`config.mk`:
```
export PLATFORM = sky130hd
export DESIGN_NAME = mem_align_unit_flat
export DESIGN_NICKNAME = d
export VERILOG_FILES = /design/src/rtl/mem_align_unit_if.sv /design/src/rtl/mem_align_unit.sv /design/src/flat_wrapper.sv
export SDC_FILE = /design/constraint.sdc
export NUM_CORES = 1
export LEC_CHECK = 0
export BUFFER_PORTS_ARGS = -buffer_cell sky130_fd_sc_hd__buf_2
export CORE_AREA = 2 2 163 165
export DETAILED_ROUTE_END_ITERATION = 10
export DIE_AREA = 0 0 165 167
export GPL_ROUTABILITY_DRIVEN = 0
export SETUP_SLACK_MARGIN = 0.2
export SLEW_MARGIN = 20
export SYNTH_ARGS = -nofsm -noshare
export SYNTH_HDL_FRONTEND = slang
export SYNTH_SLANG_ARGS = --single-unit
```
`constraint.sdc`:
```
create_clock -name clk -period 3.2 [get_ports clk]
set_clock_uncertainty 0.15 [all_clocks]
set_input_delay 0.32 -clock clk [delete_from_list [all_inputs] [get_ports clk]]
set_output_delay 0.32 -clock clk [all_outputs]
set_load 0.01 [all_outputs]
```
`src/rtl/mem_align_unit_if.sv`:
```
// mem_align_unit_if: request, response and data-memory bundle for the
// alignment unit. slave is the unit's view; master is the pipeline/memory side.
interface mem_align_unit_if #(
  parameter int XLEN   = 32,
  parameter int ADDR_W = 32
);
  localparam int B = XLEN / 8;

  logic              req_valid;
  logic              req_ready;
  logic              req_we;
  logic [2:0]        req_size;
  logic [ADDR_W-1:0] req_addr;
  logic [XLEN-1:0]   req_wdata;

  logic              rsp_valid;
  logic [XLEN-1:0]   rsp_rdata;
  logic              rsp_err;

  logic              mem_req;
  logic              mem_gnt;
  logic              mem_we;
  logic [ADDR_W-1:0] mem_addr;
  logic [B-1:0]      mem_be;
  logic [XLEN-1:0]   mem_wdata;
  logic              mem_rvalid;
  logic [XLEN-1:0]   mem_rdata;

  modport slave (
    input  req_valid, req_we, req_size, req_addr, req_wdata,
    input  mem_gnt, mem_rvalid, mem_rdata,
    output req_ready, rsp_valid, rsp_rdata, rsp_err,
    output mem_req, mem_we, mem_addr, mem_be, mem_wdata
  );

  modport master (
    output req_valid, req_we, req_size, req_addr, req_wdata,
    output mem_gnt, mem_rvalid, mem_rdata,
    input  req_ready, rsp_valid, rsp_rdata, rsp_err,
    input  mem_req, mem_we, mem_addr, mem_be, mem_wdata
  );
endinterface

```
`src/rtl/mem_align_unit.sv`:
```
// mem_align_unit: sequential load/store alignment engine between the MEM stage
// and word-wide data memory. Drives byte-enabled word transactions and returns
// sign/zero-extended load data.
// Macro MEM_ALIGN_SPLIT_EN: when defined, word-crossing accesses are split into
// two beats; when undefined they are rejected with rsp_err and no memory traffic.
module mem_align_unit #(
  parameter int XLEN   = 32,
  parameter int ADDR_W = 32
) (
  input logic             clk,
  input logic             reset,
  mem_align_unit_if.slave bus
);
  localparam int B  = XLEN / 8;
  localparam int OW = $clog2(B);
  // Wide enough to hold off+N without wrapping for every size.
  localparam int CW = OW + 2;
  localparam logic [CW-1:0] BC = CW'(B);

`ifdef MEM_ALIGN_SPLIT_EN
  typedef enum logic [2:0] {IDLE, REQ0, WAIT0, REQ1, WAIT1, RESP} state_t;
`else
  typedef enum logic [2:0] {IDLE, REQ0, WAIT0, RESP} state_t;
`endif

  function automatic logic [3:0] size_bytes(input logic [2:0] s);
    case (s)
      3'b001, 3'b100: return 4'd1;
      3'b010, 3'b101: return 4'd2;
      3'b011, 3'b110: return 4'd4;
      3'b111:         return 4'd8;
      default:        return 4'd0;
    endcase
  endfunction

  function automatic logic size_legal(input logic [2:0] s);
    return (s != 3'b000) && ((XLEN == 64) || (s < 3'b110));
  endfunction

  function automatic logic size_signed(input logic [2:0] s);
    return (s == 3'b001) || (s == 3'b010) || (s == 3'b011) || (s == 3'b111);
  endfunction

  state_t              state_q, state_d;
  logic                we_q;
  logic [2:0]          size_q;
  logic [ADDR_W-1:0]   addr_q;
  logic [B-1:0][7:0]   wdata_q, rd0_q;
  logic                in_err;
  logic [OW-1:0]       off_q;
  logic [CW-1:0]       off_w, n_q, end_q;
  logic [ADDR_W-1:0]   aligned;
  logic [B-1:0]        be0;
  logic [B-1:0][7:0]   rot, lo, hi, asm_b, ext_b;
  logic                sgn;

  assign off_q   = addr_q[OW-1:0];
  assign off_w   = CW'(off_q);
  assign n_q     = CW'(size_bytes(size_q));
  assign end_q   = off_w + n_q;
  assign aligned = {addr_q[ADDR_W-1:OW], {OW{1'b0}}};
  assign lo      = (state_q == WAIT0) ? bus.mem_rdata : rd0_q;

`ifdef MEM_ALIGN_SPLIT_EN
  logic [B-1:0][7:0] rd1_q;
  logic [B-1:0]      be1;
  logic              cross_q;
  assign cross_q = end_q > BC;
  assign hi      = (state_q == WAIT1) ? bus.mem_rdata : rd1_q;
  assign in_err  = !size_legal(bus.req_size);
`else
  logic [CW-1:0] in_end;
  // Nothing may reach memory for a crossing access, so reject it at accept.
  assign in_end = CW'(bus.req_addr[OW-1:0]) + CW'(size_bytes(bus.req_size));
  assign hi     = '0;
  assign in_err = !size_legal(bus.req_size) || (in_end > BC);
`endif

  // Per-lane byte enables: beat0 covers off..min(end,B)-1, beat1 0..end-B-1.
  for (genvar j = 0; j < B; j++) begin : g_lane
    assign be0[j] = (CW'(j) >= off_w) && (CW'(j) < end_q);
`ifdef MEM_ALIGN_SPLIT_EN
    assign be1[j] = (CW'(j) + BC) < end_q;
`endif
  end

  // Rotate store bytes into lanes; both beats share the rotation, be picks.
  always_comb begin
    rot = '0;
    for (int i = 0; i < B; i++) rot[off_q + OW'(i)] = wdata_q[i];
  end

  // Gather load bytes from one or two beats, then sign/zero extend.
  always_comb begin
    asm_b = '0;
    ext_b = '0;
    sgn   = 1'b0;
    for (int i = 0; i < B; i++) begin
      if ((off_w + CW'(i)) < BC) asm_b[i] = lo[off_q + OW'(i)];
      else                       asm_b[i] = hi[off_q + OW'(i)];
    end
    for (int i = 0; i < B; i++)
      if (CW'(i + 1) == n_q) sgn = asm_b[i][7] & size_signed(size_q);
    for (int i = 0; i < B; i++)
      ext_b[i] = (CW'(i) < n_q) ? asm_b[i] : {8{sgn}};
  end

  // Next-state and memory-side outputs; mem outputs derive only from latched
  // request state, so they hold steady while a request is stalled.
  always_comb begin
    state_d       = state_q;
    bus.req_ready = 1'b0;
    bus.mem_req   = 1'b0;
    bus.mem_we    = 1'b0;
    bus.mem_addr  = '0;
    bus.mem_be    = '0;
    bus.mem_wdata = '0;
    case (state_q)
      IDLE: begin
        bus.req_ready = 1'b1;
        if (bus.req_valid) state_d = in_err ? RESP : REQ0;
      end
      REQ0: begin
        bus.mem_req   = 1'b1;
        bus.mem_we    = we_q;
        bus.mem_addr  = aligned;
        bus.mem_be    = be0;
        bus.mem_wdata = rot;
        if (bus.mem_gnt) state_d = WAIT0;
      end
`ifdef MEM_ALIGN_SPLIT_EN
      WAIT0: if (bus.mem_rvalid) state_d = cross_q ? REQ1 : RESP;
      REQ1: begin
        bus.mem_req   = 1'b1;
        bus.mem_we    = we_q;
        bus.mem_addr  = aligned + ADDR_W'(B);
        bus.mem_be    = be1;
        bus.mem_wdata = rot;
        if (bus.mem_gnt) state_d = WAIT1;
      end
      WAIT1: if (bus.mem_rvalid) state_d = RESP;
`else
      WAIT0: if (bus.mem_rvalid) state_d = RESP;
`endif
      RESP:    state_d = IDLE;
      default: state_d = IDLE;
    endcase
  end

  // State, request latch, beat capture and registered response.
  always_ff @(posedge clk) begin
    if (reset) begin
      state_q       <= IDLE;
      we_q          <= 1'b0;
      size_q        <= '0;
      addr_q        <= '0;
      wdata_q       <= '0;
      rd0_q         <= '0;
`ifdef MEM_ALIGN_SPLIT_EN
      rd1_q         <= '0;
`endif
      bus.rsp_valid <= 1'b0;
      bus.rsp_err   <= 1'b0;
      bus.rsp_rdata <= '0;
    end else begin
      state_q <= state_d;
      if (state_q == IDLE && bus.req_valid) begin
        we_q    <= bus.req_we;
        size_q  <= bus.req_size;
        addr_q  <= bus.req_addr;
        wdata_q <= bus.req_wdata;
      end
      if (state_q == WAIT0 && bus.mem_rvalid) rd0_q <= bus.mem_rdata;
`ifdef MEM_ALIGN_SPLIT_EN
      if (state_q == WAIT1 && bus.mem_rvalid) rd1_q <= bus.mem_rdata;
`endif
      bus.rsp_valid <= (state_d == RESP);
      bus.rsp_err   <= (state_q == IDLE) && (state_d == RESP);
      bus.rsp_rdata <= (state_d == RESP && state_q != IDLE && !we_q) ? ext_b : '0;
    end
  end
endmodule

```
`src/flat_wrapper.sv`:
```
// flat-port wrapper written by rule: the top's interface ports become plain ports
module mem_align_unit_flat 
#(
  parameter int XLEN   = 32,
  parameter int ADDR_W = 32
)
  (clk, reset, bus_req_valid, bus_req_we, bus_req_size, bus_req_addr, bus_req_wdata, bus_mem_gnt, bus_mem_rvalid, bus_mem_rdata, bus_req_ready, bus_rsp_valid, bus_rsp_rdata, bus_rsp_err, bus_mem_req, bus_mem_we, bus_mem_addr, bus_mem_be, bus_mem_wdata);
  mem_align_unit_if #(.XLEN(XLEN), .ADDR_W(ADDR_W)) bus_i ();
  input logic clk;
  input logic reset;
  input wire logic [$bits(bus_i.req_valid)-1:0] bus_req_valid;
  input wire logic [$bits(bus_i.req_we)-1:0] bus_req_we;
  input wire logic [$bits(bus_i.req_size)-1:0] bus_req_size;
  input wire logic [$bits(bus_i.req_addr)-1:0] bus_req_addr;
  input wire logic [$bits(bus_i.req_wdata)-1:0] bus_req_wdata;
  input wire logic [$bits(bus_i.mem_gnt)-1:0] bus_mem_gnt;
  input wire logic [$bits(bus_i.mem_rvalid)-1:0] bus_mem_rvalid;
  input wire logic [$bits(bus_i.mem_rdata)-1:0] bus_mem_rdata;
  output wire logic [$bits(bus_i.req_ready)-1:0] bus_req_ready;
  output wire logic [$bits(bus_i.rsp_valid)-1:0] bus_rsp_valid;
  output wire logic [$bits(bus_i.rsp_rdata)-1:0] bus_rsp_rdata;
  output wire logic [$bits(bus_i.rsp_err)-1:0] bus_rsp_err;
  output wire logic [$bits(bus_i.mem_req)-1:0] bus_mem_req;
  output wire logic [$bits(bus_i.mem_we)-1:0] bus_mem_we;
  output wire logic [$bits(bus_i.mem_addr)-1:0] bus_mem_addr;
  output wire logic [$bits(bus_i.mem_be)-1:0] bus_mem_be;
  output wire logic [$bits(bus_i.mem_wdata)-1:0] bus_mem_wdata;
  assign bus_i.req_valid = bus_req_valid;
  assign bus_i.req_we = bus_req_we;
  assign bus_i.req_size = bus_req_size;
  assign bus_i.req_addr = bus_req_addr;
  assign bus_i.req_wdata = bus_req_wdata;
  assign bus_i.mem_gnt = bus_mem_gnt;
  assign bus_i.mem_rvalid = bus_mem_rvalid;
  assign bus_i.mem_rdata = bus_mem_rdata;
  assign bus_req_ready = bus_i.req_ready;
  assign bus_rsp_valid = bus_i.rsp_valid;
  assign bus_rsp_rdata = bus_i.rsp_rdata;
  assign bus_rsp_err = bus_i.rsp_err;
  assign bus_mem_req = bus_i.mem_req;
  assign bus_mem_we = bus_i.mem_we;
  assign bus_mem_addr = bus_i.mem_addr;
  assign bus_mem_be = bus_i.mem_be;
  assign bus_mem_wdata = bus_i.mem_wdata;
  mem_align_unit #(.XLEN(XLEN), .ADDR_W(ADDR_W)) u_core (.clk(clk), .reset(reset), .bus(bus_i));
endmodule
```
Word-level counts from Yosys, hierarchy flattened
Index checks and enable logic that the tools add are counted.
{ "word_totals": {"regBits": 137, "out_inout_bits": 105} }
{ "classes": {"add_sub_neg": 8, "magnitude_cmp": 26, "eq_ne": 21, "mux": 53, "bitwise_logic": 6, "reduce_logical": 30} }
{ "ops": {"columns": ["operator", "n"], "rows": [
  ["8-bit two-way mux", 20],
  ["8-bit binary-select mux with 2-bit select", 8],
  ["32-bit bitwise mux", 3],
  ["32-bit two-way mux", 3],
  ["8-bit demux with 2-bit select", 4],
  ["32-bit AND", 1],
  ["4-bit case mux with 4 select lines", 2],
  ["3-bit equality test, second input constant", 8],
  ["3-bit by 2-bit equality test with 1-bit output, second input constant", 6],
  ["1-bit by 4-bit < comparator with 1-bit output, first input constant", 4],
  ["2-bit by 4-bit < comparator with 1-bit output, first input constant", 4],
  ["2-bit by 3-bit < comparator with 1-bit output, second input constant", 5],
  ["1-bit logical AND", 14],
  ["2-bit OR reduction", 7],
  ["4-bit by 3-bit < comparator with 1-bit output, second input constant", 3],
  ["3-bit by 1-bit equality test with 1-bit output, second input constant", 3],
  ["3-bit two-way mux", 3],
  ["3-bit case mux with 3 select lines", 1],
  ["2-bit by 4-bit adder with 4-bit output", 2],
  ["2-bit by 4-bit equality test with 1-bit output, first input constant", 2],
  ["2-bit by 1-bit greater-or-equal comparator with 1-bit output, second input constant", 4],
  ["1-bit two-way mux", 7],
  ["2-bit by 2-bit adder with 3-bit output, second input constant", 2],
  ["3-bit nonzero test", 2],
  ["16 further kinds", 26]
]} }

Depth between registers and ports, before layout
Gate-level depths: netlist of run 1.
{ "depth": {"word_depth": 14, "ltp_mapped": 11, "ltp_nobuf": 10} }

Worst setup path after synthesis of run 1
Ideal clock, no wire load.
{ "synth_path": {"kind": "reg-to-output", "from": "register u_core.addr_q[1]", "to": "output port bus_mem_be[0]", "arrival_ps": 2417, "t_required_ps": 2730, "slack_ps": 313, "stages_incl_launch_ff": 10, "cell_sequence": "dfxtp_1 buf_1 inv_1 clkbuf_1 fa_1 a211oi_1 a31oi_1 o221ai_1 nand2_1 o211a_1"} }
{ "synth_between": {"elab_chain_cells": 4, "word_cells_on_any_way": 5, "classes_between": "add/sub (1); order compare (2); mux (1); reduce/logical (1)"} }
{ "synth_rtl": {"columns": ["item", "line", "source"], "rows": [
  ["from (decl)", "mem_align_unit.sv:47", "logic [ADDR_W-1:0] addr_q;"],
  ["from (signal assigned)", "mem_align_unit.sv:170", "addr_q <= bus.req_addr;"],
  ["2-bit by 4-bit adder with 4-bit output", "mem_align_unit.sv:60", "assign end_q = off_w + n_q;"],
  ["1-bit by 4-bit < comparator with 1-bit output", "mem_align_unit.sv:81", "assign be0[j] = (CW'(j) >= off_w) && (CW'(j) < end_q);"],
  ["1-bit logical AND *", "mem_align_unit.sv:81", null],
  ["4-bit two-way mux *", "mem_align_unit.sv:118", "case (state_q)"],
  ["to (decl)", "flat_wrapper.sv:26", "output wire logic [$bits(bus_i.mem_be)-1:0] bus_mem_be;"]
]} }
Mark *: on every way between the ends. The rest lies on a longest branch, timed or not.

Worst setup path in the final report of run 1
{ "layout_path": {"from": "register u_core.size_q[0]", "to": "output port bus_mem_be[0]"} }
{ "layout_between": {"elab_chain_cells": 7, "word_cells_on_any_way": 15, "classes_between": "add/sub (1); order compare (1); eq/ne (7); mux (2); reduce/logical (4)"} }
{ "layout_rtl": {"columns": ["item", "line", "source"], "rows": [
  ["from (decl)", "mem_align_unit.sv:46", "logic [2:0] size_q;"],
  ["from (signal assigned)", "mem_align_unit.sv:169", "size_q <= bus.req_size;"],
  ["3-bit equality test, or another cell as far along", "mem_align_unit.sv:27", "case (s)"],
  ["2-bit OR reduction", "mem_align_unit.sv:27", null],
  ["4-bit case mux with 4 select lines *", "mem_align_unit.sv:27", null],
  ["2-bit by 4-bit adder with 4-bit output *", "mem_align_unit.sv:60", null],
  ["1-bit by 4-bit < comparator with 1-bit output *", "mem_align_unit.sv:81", null],
  ["1-bit logical AND *", "mem_align_unit.sv:81", null],
  ["4-bit two-way mux *", "mem_align_unit.sv:118", null]
]} }
Marked as above.

==> key figures, run 1 <==
Run status
  – Run status: complete, no violations

Clocking
  – Clock tree from TritonCTS: done
  – Num CTS Buffers: 17
  – Buffer cell driving the clock tree root: clkbuf_16
  – Insertion delay of the later-clocked pin in the worst-skew pair: 0.42 ns
  – Clock transition at the register clock pins on the worst setup and hold paths after CTS: 0.06 ns
  – CTS Buffer Depth: 2
  – CTS H-Tree Depth: 4
  – Clock Sinks: 137

Route
  – Antenna Violating Nets Remaining: 0
  – Detailed-route vias per instance: 4.855
  – Post-route DRC: 0
  – Detail-routed net length per standard cell: 15.69 µm
  – Overall via count from detail_route: 7,559
  – Wire length after detailed routing: 24,440 µm
  – Violation count after the first detailed-routing iteration: 451
  – 1st-pass router iterations: 5

Global route
  – Busiest metal layer after global routing: met2
  – Via count of the first global-routing pass: 7,150
  – Met1 track utilization from global routing: 23.02%
  – Wire length of the first global-routing pass: 37,690 µm
  – Met3 usage in global routing: 4.658%
  – Total overflow reported by the global router: 0
  – GRT Overall Usage: 17.41%
  – Pin count of the biggest net entering global routing: 56
  – Met2 capacity usage during global routing: 26.65%
  – Antenna violations before repair: 9

Final layout
  – Net count of the finished layout: 1,318
  – Leading cell types in the layout, fill and taps excluded: 277 x nand2_1, 206 x buf_2, 157 x a21oi_1, 134 x dfxtp_1, 69 x dlygate4sd3_1
  – Non-filler cells in the finished layout: 1,557
  – Fillcell total: 2,599
  – Most common cell after layout, fill and taps aside: nand2_1
  – Share of cells above drive strength 1: 28.78%
  – Area growth syn-to-layout: 37.22%

STA
  – Post-route worst setup slack: 0.1484 ns
  – Period minus WS final: 3.052 ns
  – Post-route clock period utilization: 95.36%
  – Final Max Slew Viols: 0
  – Unrepaired setup endpoints after global routing: yes
  – F_max: 327.7 MHz
  – Slew at the pin with the worst max-slew slack: 0.7651 ns
  – Total negative slack for setup checks: 0 ns
  – Headroom to the max-slew limit: 48.89%
  – Number of hold violations in the final report: 0
  – Final-report setup violation count: 0

Critical path
  – Register-to-Register Setup Slack: 0.68 ns
  – Worst Path Arrival: 2.58 ns
  – Critical Path RT: 2.73 ns
  – Crit path max-delay family: adder cells
  – Sum of buffers and inverters on the critical path: 3
  – Type of origin of the critical path: flip-flop
  – Standard cell with the maximum stage delay on the critical path: dfxtp_4
  – Cell Chain, Critical Path: xnor2_1, nor2_1, ha_2, inv_2, fa_2, a211oi_2, buf_4, nand4b_1, o221ai_2, nand2_1, o211a_1, buf_2
  – Kind of critical path: reg -> out
  – Critical path endpoint category: output port
  – Top fanout value on the critical path: 7
  – Peak per-stage delay on the critical path: 0.37 ns

Placed design
  – Number of instances in the placed design: 1,443
  – Half-perimeter wire length of the detailed placement result: 16,370 µm
  – # port buffers: 207
  – Pre-CTS worst setup slack: 0.08301 ns

Power and ir drop
  – Sw power: 1.157 mW
  – Peak supply drop: 0.2468 mV
  – Fraction of power consumed by the clock network: 46.4%
  – Sequential share of power: 40.7%
  – Internal power consumption: 3.277 mW
  – Switching Share: 26.10%
  – Static Leakage: 4.361 nW
  – Power share of the combinational group: 12.9%
  – Power Dens Cells: 424.8 nW/µm²

Synth
  – Fraction of the yosys area taken by sequential cells: 36.05%
  – Post-Synthesis Cell Area: 7607 µm²
  – Most area-consuming cells after synthesis: dfxtp_1 36%, nand2_1 14%, a21oi_1 10%
  – Post-synth EDFFs: 0
  – Post-synth top area share: 36.05%
  – Cell type with the largest total area after synthesis: dfxtp_1
  – Synthesized instance count: 959
  – Mean instance size in the synthesized netlist: 7.933 µm²
  – Share of synthesized flip-flops with an asynchronous set or reset: 0%
  – Count of synthesis-stage warnings from yosys: 0
  – Total of flip-flops plus latches after synthesis: 137
  – Flip-flop cell with the highest count after synthesis: dfxtp_1
  – Distinct cells, synth: 46

Run
  – Maxcap violations: 0

Die
  – Height of the chip: 167 µm
  – Ports: 210
  – Die W: 165 µm
  – Die area: 27,560 µm²
  – CORE AREA: 25,760 µm²
  – Initial core utilization: 29.53%
  – Row cnt: 59

Worst hold path
  – Min-Delay Path Class: in -> reg
## metrics by stage
stage	utilization [%]	total power, mW	area [µm²]	hold WS, ns
2_1_floorplan	-	2.136	7615	0.2819
3_3_place_gp	34.85	2.320	8979	0.2876
3_5_place_dp	34.85	2.327	8979	0.2918
4_1_cts	40.14	4.466	10340	0.0001096
5_1_grt	40.48	4.616	10430	0.01129
6_report	40.52	4.434	10440	0.01024
## sequential cells by signal, indices dropped and copies added (netlist names)
register	cells
u_core.addr_q	32
u_core.bus.rsp_err	1
u_core.bus.rsp_rdata	32
u_core.bus.rsp_valid	1
u_core.rd0_q	32
u_core.size_q	3
u_core.state_q	3
u_core.wdata_q	32
u_core.we_q	1
## layer usage
layer	routed length [µm]	vias to the layer above	share of wire [%]
li1	-	3775	-
met1	11030	3514	45
met2	11130	215	46
met3	1558	47	6.4
met4	657	8	2.7
met5	51	-	0.21
## power groups by stage
stage                     clock [mW]  sequential, mW  combinational (mW)
after floorplan                    0            1.82               0.313
after global placement             0            1.84               0.481
after detailed placement           0            1.84               0.485
after CTS                       2.11            1.80               0.558
after global routing            2.18            1.81               0.629
final                           2.06            1.80               0.573
## synth_stat cells (2+ instances only)
cell type and instances:
mux4_2 31, buf_1 9, a21oi_2 10, a221oi_1 2, mux2i_1 36, clkbuf_1 65, xnor2_1 2, or3_1 2
dfxtp_1 137, inv_1 14, a211oi_1 3, nor2b_1 4, mux2_2 15, ha_1 8, or2_2 2, a21oi_1 158
fa_1 2, and3b_1 32, nor2_1 42, nand2b_1 6, o21ai_0 35, nor3_1 3, o21bai_1 2, nand2_1 277
buf_2 5, and3_1 32, buf_4 6
## cells by family after synthesis
kind of cell / count (synthesis) / share of synthesized area (%)
xor+xnor: 2 / 0.2303
buf+inv: 100 / 5.411
fa+ha+maj: 10 / 1.842
mux: 82 / 16.13
other cells: 1 / 0.04929
compound gates: 221 / 16.07
flops: 137 / 36.05
simple gates: 406 / 24.21
## path summary, 6_finish.rpt
kind         depth (start not counted)                                 end                      startpoint
min reg2reg                          2      u_core.addr_q[14]$_SDFFE_PP0P_  u_core.addr_q[14]$_SDFFE_PP0P_
max                                 12                       bus_mem_be[0]   u_core.size_q[0]$_SDFFE_PP0P_
max reg2reg                          6  u_core.bus.rsp_rdata[9]$_SDFF_PP0_    u_core.state_q[1]$_SDFF_PP0_
min                                  3      u_core.wdata_q[1]$_SDFFE_PP0P_                bus_req_wdata[1]
## what timing repair did
action                                  4_1_cts  5_1_grt
gates cloned                                  0        1
gates resized for setup                      11        7
endpoints found under the setup margin       27       30
hold buffers                                 69        0
buffers inserted                              3        3
endpoints found under the hold margin        69        0
pin swaps                                     3        5
## worst reg2reg max path: cells and delay by family, from the launching register on
kind                   cells  cell delay (ns)
AOI/OAI and AO/OA          1             0.06
buffers and inverters      1             0.29
DFF                        1             0.49
muxes                      2             0.88
and+or+nand+nor            2             0.52
## final cells by class
| cell class | instances | area [µm²] | area share [%] |
|---|---|---|---|
| clock buffer | 19 | 442.9 | 4.243 |
| timing repair buffer | 309 | 2061 | 19.74 |
| antenna | 6 | 15.01 | 0.1438 |
| clock inverter | 13 | 168.9 | 1.618 |
| sequential | 137 | 2754 | 26.38 |
| multi-input combinational | 724 | 4526 | 43.35 |
| tap | 335 | 419.2 | 4.015 |
| inverter | 14 | 52.55 | 0.5034 |
(Power assumes the default switching activity.)
==> inputs of run 2 (changes only) <==
--- a/config.mk
+++ b/config.mk
@@ -10,6 +10,7 @@
 export DETAILED_ROUTE_END_ITERATION = 10
 export DIE_AREA = 0 0 165 167
 export GPL_ROUTABILITY_DRIVEN = 0
+export GPL_TIMING_DRIVEN = 0
 export SETUP_SLACK_MARGIN = 0.2
 export SLEW_MARGIN = 20
 export SYNTH_ARGS = -nofsm -noshare
==> constraint.sdc (replaced) <==
create_clock -name clk -period 3 [get_ports clk]
set_clock_uncertainty 0.15 [all_clocks]
set_input_delay 0.3 -clock clk [delete_from_list [all_inputs] [get_ports clk]]
set_output_delay 0.3 -clock clk [all_outputs]
set_load 0.01 [all_outputs]
==> run 2 against run 1 <==
Compared with the run above:
- flip-flop and latch count unchanged
- sequential share of layout area shrank 1.7 points
- die area unchanged
- largest cell class unchanged
- the flow now finishes with violations (setup timing)
- final area rose by 6.9%
==> key figures, run 2 (synthesized netlist as in run 1, its figures left out) <==
Critical path
  – Register-to-Register Setup Slack: 0.39 ns (-0.29 ns)
  – Critical path endpoint category: output port
  – Type of origin of the critical path: flip-flop
  – Kind of critical path: reg -> out
  – Top fanout value on the critical path: 4 (-3)
  – Worst Path Arrival: 2.65 ns (+0.07 ns)
  – Critical Path RT: 2.55 ns (-0.18 ns)

Die
  – Initial core utilization: 29.53% (unchanged)
  – CORE AREA: 25,760 µm² (unchanged)
  – Ports: 210 (unchanged)
  – Height of the chip: 167 µm (unchanged)
  – Die area: 27,560 µm² (unchanged)
  – Row cnt: 59 (unchanged)
  – Die W: 165 µm (unchanged)

Power and ir drop
  – Peak supply drop: 0.2961 mV (+20%)
  – Fraction of power consumed by the clock network: 43.5% (-2.9 points)
  – Power share of the combinational group: 15.4% (+2.5 points)
  – Power Dens Cells: 418.9 nW/µm² (-1.4%)
  – Static Leakage: 4.684 nW (+7.4%)
  – Internal power consumption: 3.337 mW (+1.8%)
  – Sequential share of power: 41.1% (+0.4 points)
  – Switching Share: 28.61% (+2.5 points)
  – Sw power: 1.337 mW (+16%)

Global route
  – Pin count of the biggest net entering global routing: 17 (-70%)
  – Via count of the first global-routing pass: 7,913 (+11%)
  – Total overflow reported by the global router: 0 (unchanged)
  – Antenna violations before repair: 4 (-5)
  – GRT Overall Usage: 19.76% (+2.3 points)
  – Wire length of the first global-routing pass: 42,330 µm (+12%)

Route
  – Overall via count from detail_route: 8,081 (+6.9%)
  – Antenna Violating Nets Remaining: 0 (unchanged)
  – Detail-routed net length per standard cell: 16.59 µm (+5.7%)
  – Wire length after detailed routing: 27,420 µm (+12%)
  – Detailed-route vias per instance: 4.889 (+0.70%)
  – Post-route DRC: 0 (unchanged)
  – 1st-pass router iterations: 6 (+1)
  – Violation count after the first detailed-routing iteration: 516 (+14%)

Final layout
  – Share of cells above drive strength 1: 29.35% (+0.57 points)
  – Core Util, Final: 43.31% (+2.8 points)
  – Area growth syn-to-layout: 46.68%
  – Fillcell total: 2,603 (+0.15%)
  – Area taken by multi-input logic gates: 4591 µm² (+1.4%)
  – Leading cell types in the layout, fill and taps excluded: 276 x nand2_1, 209 x buf_2, 150 x a21oi_1, 133 x dfxtp_1, 96 x dlygate4sd3_1
  – Most common cell after layout, fill and taps aside: nand2_1
  – Net count of the finished layout: 1,417 (+7.5%)
  – Storage cell area: 2753 µm² (about the same)

Placed design
  – Half-perimeter wire length of the detailed placement result: 19,440 µm (+19%)
  – # port buffers: 206 (-0.48%)
  – Pre-CTS worst setup slack: -0.6522 ns (-0.7353 ns)

STA
  – Period minus WS final: 3.101 ns
  – Total negative slack for setup checks: -0.2132 ns (-0.2132 ns)
  – Slew at the pin with the worst max-slew slack: 0.7587 ns (-0.006355 ns)
  – Post-route clock period utilization: 103.4%
  – Unrepaired setup endpoints after global routing: yes
  – Post-route worst setup slack: -0.1009 ns (-0.2494 ns)
  – Final Max Slew Viols: 0 (unchanged)
  – Final-report setup violation count: 4 (+4)
  – Headroom to the max-slew limit: 49.37% (+0.48 points)
  – F_max: 322.5 MHz
  – Number of hold violations in the final report: 0 (unchanged)

Run status
  – Violated checks: setup timing
  – Run status: finished with violations

Clocking
  – Insertion delay of the later-clocked pin in the worst-skew pair: 0.43 ns (about the same)
  – CTS Buffer Depth: 2 (unchanged)
  – Num CTS Buffers: 17 (unchanged)
  – Clock transition at the register clock pins on the worst setup and hold paths after CTS: 0.06 ns (about the same)
  – Buffer cell driving the clock tree root: clkbuf_16
  – Clock tree from TritonCTS: done
  – Clock Sinks: 137 (unchanged)
  – CTS H-Tree Depth: 4 (unchanged)

Worst hold path
  – Min-Delay Path Class: in -> reg

Run
  – Maxcap violations: 0 (unchanged)
## run 2: routing by layer
metal  GRT usage (%)  share of wire [%]  vias up  routed length, µm
met2           32.03                 47      282              12950
li1                -                  -     3977                  -
met1           25.48                 44     3768              12030
met3           4.010                5.9       52               1615
met4           8.166                3.0        2                817
met5               0              0.026        -                  7
## run 2: repair_timing
item,in CTS,in global routing
cloned,1,1
buffers inserted,13,5
endpoints found under the setup margin,51,47
pin swaps,10,13
hold endpoints to repair,96,0
hold buffers,96,0
resized for setup,95,41
## run 2: through the flow
step | cell area [µm²] | std cells | hold WS [ns] | power (mW)
3_3_place_gp | 9069 | 1502 | 0.2872 | 2.491
5_1_grt | 11160 | 1653 | 0.02941 | 4.865
2_1_floorplan | 7619 | 961 | 0.2819 | 2.279
3_5_place_dp | 9069 | 1502 | 0.2923 | 2.498
4_1_cts | 11010 | 1644 | 0.01133 | 4.684
6_report | 11160 | 1653 | 0.02319 | 4.674
## run 2: cell type report
class | count | share of cell area (%)
buffer | 86 | 5.360
antenna | 3 | 0.06728
multi-input combinational | 724 | 41.14
timing repair buffer | 322 | 19.42
inverter | 14 | 0.4934
clock buffer | 18 | 3.936
sequential | 137 | 24.67
tap | 335 | 3.756
clock inverter | 14 | 1.155
## run 2: final timing paths
kind	startpoint	to	cells after the start
setup / recovery	u_core.size_q[2]$_SDFFE_PP0P_	bus_mem_be[2]	12
hold / removal	bus_req_size[0]	u_core.size_q[0]$_SDFFE_PP0P_	3
setup reg to reg	u_core.state_q[0]$_SDFF_PP0_	u_core.addr_q[1]$_SDFFE_PP0P_	7
hold reg to reg	u_core.addr_q[9]$_SDFFE_PP0P_	u_core.addr_q[9]$_SDFFE_PP0P_	2
## run 2: critical path, cell delays in order, from the launching register on
cell and delay (ns):
dfxtp_1 0.30, clkbuf_8 0.13, xnor2_1 0.11, nor2_1 0.11, ha_2 0.20, inv_2 0.04, fa_2 0.36, nor2b_1 0.14
a31oi_1 0.17, o221ai_2 0.15, buf_4 0.17, a211oi_2 0.19, buf_2 0.16
## run 2: power groups by stage
| stage | Sequential (mW) | Combinational [mW] | Clock (mW) |
|---|---|---|---|
| 3_3_place_gp | 1.96 | 0.531 | 0 |
| 2_1_floorplan | 1.94 | 0.334 | 0 |
| 5_1_grt | 1.93 | 0.784 | 2.15 |
| 6_report | 1.92 | 0.720 | 2.03 |
| 4_1_cts | 1.92 | 0.691 | 2.07 |
| 3_5_place_dp | 1.96 | 0.537 | 0 |
==> inputs of run 3 (changes only) <==
--- a/config.mk
+++ b/config.mk
@@ -5,10 +5,11 @@
 export SDC_FILE = /design/constraint.sdc
 export NUM_CORES = 1
 export LEC_CHECK = 0
+export ABC_AREA = 1
 export BUFFER_PORTS_ARGS = -buffer_cell sky130_fd_sc_hd__buf_2
-export CORE_AREA = 2 2 163 165
+export CORE_AREA = 2 2 161 163
 export DETAILED_ROUTE_END_ITERATION = 10
-export DIE_AREA = 0 0 165 167
+export DIE_AREA = 0 0 163 165
 export GPL_ROUTABILITY_DRIVEN = 0
 export GPL_TIMING_DRIVEN = 0
 export SETUP_SLACK_MARGIN = 0.2
==> constraint.sdc (replaced) <==
create_clock -name clk -period 3.5 [get_ports clk]
set_clock_uncertainty 0.15 [all_clocks]
set_input_delay 0.35 -clock clk [delete_from_list [all_inputs] [get_ports clk]]
set_output_delay 0.35 -clock clk [all_outputs]
set_load 0.01 [all_outputs]
==> run 3 against run 2 <==
Compared with the run above:
- the run now ends clean
- count of clock-buffer cells in the layout down 1
- routed wire length up 3.8%
- hold slack worse by 0.0040 ns
- synthesized area down 1.8%
- worst setup slack gained 0.45 ns
- via count rose by 6.7%
- die area decreased by 2.4%
==> key figures, run 3 <==
Synth
  – Distinct cells, synth: 37 (-20%)
  – Cell type with the largest total area after synthesis: dfxtp_1
  – Count of synthesis-stage warnings from yosys: 0 (unchanged)
  – Post-Synthesis Cell Area: 7472 µm² (-1.8%)
  – Total of flip-flops plus latches after synthesis: 137 (unchanged)
  – Top post-synthesis cells by count: 161 x inv_1, 156 x o21ai_0, 147 x a21oi_1, 143 x nand2_1, 137 x dfxtp_1
  – Fraction of the yosys area taken by sequential cells: 36.70% (+0.65 points)
  – Most area-consuming cells after synthesis: dfxtp_1 37%, o21ai_0 10%, a21oi_1 9.8%
  – Mean instance size in the synthesized netlist: 6.630 µm² (-16%)
  – Synthesized instance count: 1,127 (+18%)
  – Post-synth EDFFs: 0 (unchanged)
  – Share of synthesized flip-flops with an asynchronous set or reset: 0% (unchanged)
  – Most common cell in the synthesized netlist: inv_1
  – Flip-flop cell with the highest count after synthesis: dfxtp_1
  – Post-synth top area share: 36.70% (+0.65 points)

STA
  – Post-route worst setup slack: 0.3458 ns (+0.4468 ns)
  – Final Max Slew Viols: 0 (unchanged)
  – F_max: 317.0 MHz
  – Final-layout worst hold slack: 0.01922 ns (-0.003971 ns)
  – Number of hold violations in the final report: 0 (unchanged)
  – Slew at the pin with the worst max-slew slack: 0.6794 ns (-0.07936 ns)
  – Period minus WS final: 3.154 ns
  – Final-report setup violation count: 0 (-4)
  – Post-route clock period utilization: 90.12%
  – Total negative slack for setup checks: 0 ns (+0.2132 ns)
  – Unrepaired setup endpoints after global routing: no
  – Headroom to the max-slew limit: 54.71% (+5.3 points)

Route
  – Antenna Violating Nets Remaining: 0 (unchanged)
  – Post-route DRC: 0 (unchanged)
  – Detail-routed net length per standard cell: 16.73 µm (+0.84%)
  – Overall via count from detail_route: 8,625 (+6.7%)
  – 1st-pass router iterations: 5 (-1)
  – Wire length after detailed routing: 28,480 µm (+3.8%)
  – Violation count after the first detailed-routing iteration: 712 (+38%)
  – Detailed-route vias per instance: 5.068 (+3.7%)

Die
  – Ports: 210 (unchanged)
  – Row cnt: 58 (-1.7%)
  – Die W: 163 µm (-1.2%)
  – Initial core utilization: 29.85% (+0.32 points)
  – Height of the chip: 165 µm (-1.2%)
  – CORE AREA: 25,040 µm² (-2.8%)
  – Die area: 26,900 µm² (-2.4%)

Clocking
  – Post-CTS Hold Buffers: 0 (-100%)
  – Insertion delay of the later-clocked pin in the worst-skew pair: 0.44 ns (about the same)
  – Clock Sinks: 137 (unchanged)
  – Buffer cell driving the clock tree root: clkbuf_16
  – CTS Buffer Depth: 2 (unchanged)
  – Clock transition at the register clock pins on the worst setup and hold paths after CTS: 0.07 ns (about the same)
  – CTS H-Tree Depth: 4 (unchanged)
  – Num CTS Buffers: 17 (unchanged)
  – Clock tree from TritonCTS: done

Critical path
  – Type of origin of the critical path: flip-flop
  – Top fanout value on the critical path: 12 (+8)
  – Kind of critical path: reg -> out
  – Critical Path RT: 3.00 ns (+0.45 ns)
  – Critical path endpoint category: output port
  – R2R cell count: 11 (+4)
  – Worst Path Arrival: 2.65 ns (about the same)

Global route
  – Total overflow reported by the global router: 0 (unchanged)
  – Antenna violations before repair: 4 (unchanged)
  – GRT Overall Usage: 21.05% (+1.3 points)
  – Met2 capacity usage during global routing: 33.49% (+1.5 points)
  – Met1 track utilization from global routing: 26.88% (+1.4 points)
  – Via count of the first global-routing pass: 8,079 (+2.1%)
  – Met3 usage in global routing: 5.726% (+1.7 points)
  – Pin count of the biggest net entering global routing: 21 (+4)
  – Busiest metal layer after global routing: met2
  – Wire length of the first global-routing pass: 43,340 µm (+2.4%)

Final layout
  – Area growth syn-to-layout: 28.20%
  – Core Util, Final: 38.26% (-5.0 points)
  – Share of cells above drive strength 1: 22.86% (-6.5 points)
  – Leading cell types in the layout, fill and taps excluded: 226 x buf_2, 158 x inv_1, 156 x o21ai_0, 147 x a21oi_1, 143 x nand2_1
  – Net count of the finished layout: 1,471 (+3.8%)
  – Most common cell after layout, fill and taps aside: buf_2

Placed design
  – Half-perimeter wire length of the detailed placement result: 21,550 µm (+11%)
  – Pre-CTS worst setup slack: 0.06191 ns (+0.7141 ns)
  – # port buffers: 207 (+0.49%)

Power and ir drop
  – Power Dens Cells: 437.4 nW/µm² (+4.4%)
  – Sequential share of power: 40.1% (-1.0 points)
  – Static Leakage: 4.534 nW (-3.2%)
  – Power share of the combinational group: 17.4% (+2.0 points)
  – Total Power: 4.190 mW (-10%)
  – Fraction of power consumed by the clock network: 42.5% (-1.0 points)
  – Internal power consumption: 2.833 mW (-15%)
  – Switching Share: 32.39% (+3.8 points)
  – Sw power: 1.357 mW (+1.5%)
  – Peak supply drop: 0.2693 mV (-9.1%)

Run
  – Maxcap violations: 0 (unchanged)

Worst hold path
  – Worst hold path cell count: 3 (unchanged)
  – Min-Delay Path Class: in -> reg

Run status
  – Run status: complete, no violations
==> run 3: layout make-up <==
| cell class | count | area, µm² |
|---|---|---|
| fill | 2749 | 15460 |
| antenna | 3 | 7.507 |
| sequential | 137 | 2751 |
| clock inverter | 15 | 151.4 |
| clock buffer | 17 | 425.4 |
| timing repair buffer | 209 | 1051 |
| buffer | 81 | 399.1 |
| tap | 330 | 412.9 |
| inverter | 166 | 629.4 |
| multi-input combinational | 744 | 3751 |
==> run 3: cells by family (layout without fill, tap and decap cells) <==
family                   Yosys count  after routing  share of synthesized area, %
AO/OA/AOI/OAI                    350            350                         25.20
adder cells (fa/ha/maj)           10             10                         1.875
buffers and inverters            248            488                         13.50
flip-flops                       137            137                         36.70
other                              1              6                       0.05019
AND/OR/NAND/NOR                  381            381                         22.67
==> run 3: power by group through the flow <==
stage	Sequential, mW	Clock [mW]	Combinational [mW]
floorplan	1.70	0	0.458
global placement	1.71	0	0.697
detailed placement	1.71	0	0.702
CTS	1.67	1.80	0.709
global route	1.68	1.88	0.808
finish	1.68	1.78	0.730
==> run 3: final timing paths <==
path | startpoint | end | slack (ns)
worst max-delay path | u_core.addr_q[1]$_SDFFE_PP0P_ | bus_mem_wdata[27] | 0.35
worst min register to register | u_core.rd0_q[2]$_SDFFE_PP0P_ | u_core.rd0_q[2]$_SDFFE_PP0P_ | 0.30
worst max register to register | u_core.addr_q[1]$_SDFFE_PP0P_ | u_core.bus.rsp_rdata[28]$_SDFF_PP0_ | 0.71
worst min-delay path | bus_mem_gnt | u_core.state_q[1]$_SDFF_PP0_ | 0.02
==> run 3: metal layers <==
layer | up-vias | share of wire, %
met3 | 55 | 9.3
met2 | 437 | 44
li1 | 4200 | -
met5 | - | 0.046
met4 | 2 | 2.9
met1 | 3931 | 43
==> run 3: timing repair <==
action,4_1_cts,5_1_grt
pin swaps,0,1
setup buffers,0,2
cloned,0,0
endpoints found under the setup margin,35,32
gates resized for setup,12,27
endpoints found under the hold margin,0,0
==> run 3: per-stage QoR <==
| stage | std cells | instance area, µm² |
|---|---|---|
| detailed placement | 1666 | 8929 |
| CTS | 1697 | 9524 |
| floorplan | 1129 | 7480 |
| global route | 1701 | 9577 |
| global placement | 1666 | 8929 |
| finish | 1702 | 9579 |
==> run 3: critical path, cell delays in order, from the launching register on <==
cell,delay (ns)
dfxtp_2,0.47
clkinvlp_4,0.15
buf_4,0.21
ha_1,0.18
clkbuf_1,0.14
inv_2,0.15
nand2_1,0.24
o31ai_1,0.47
buf_2,0.21
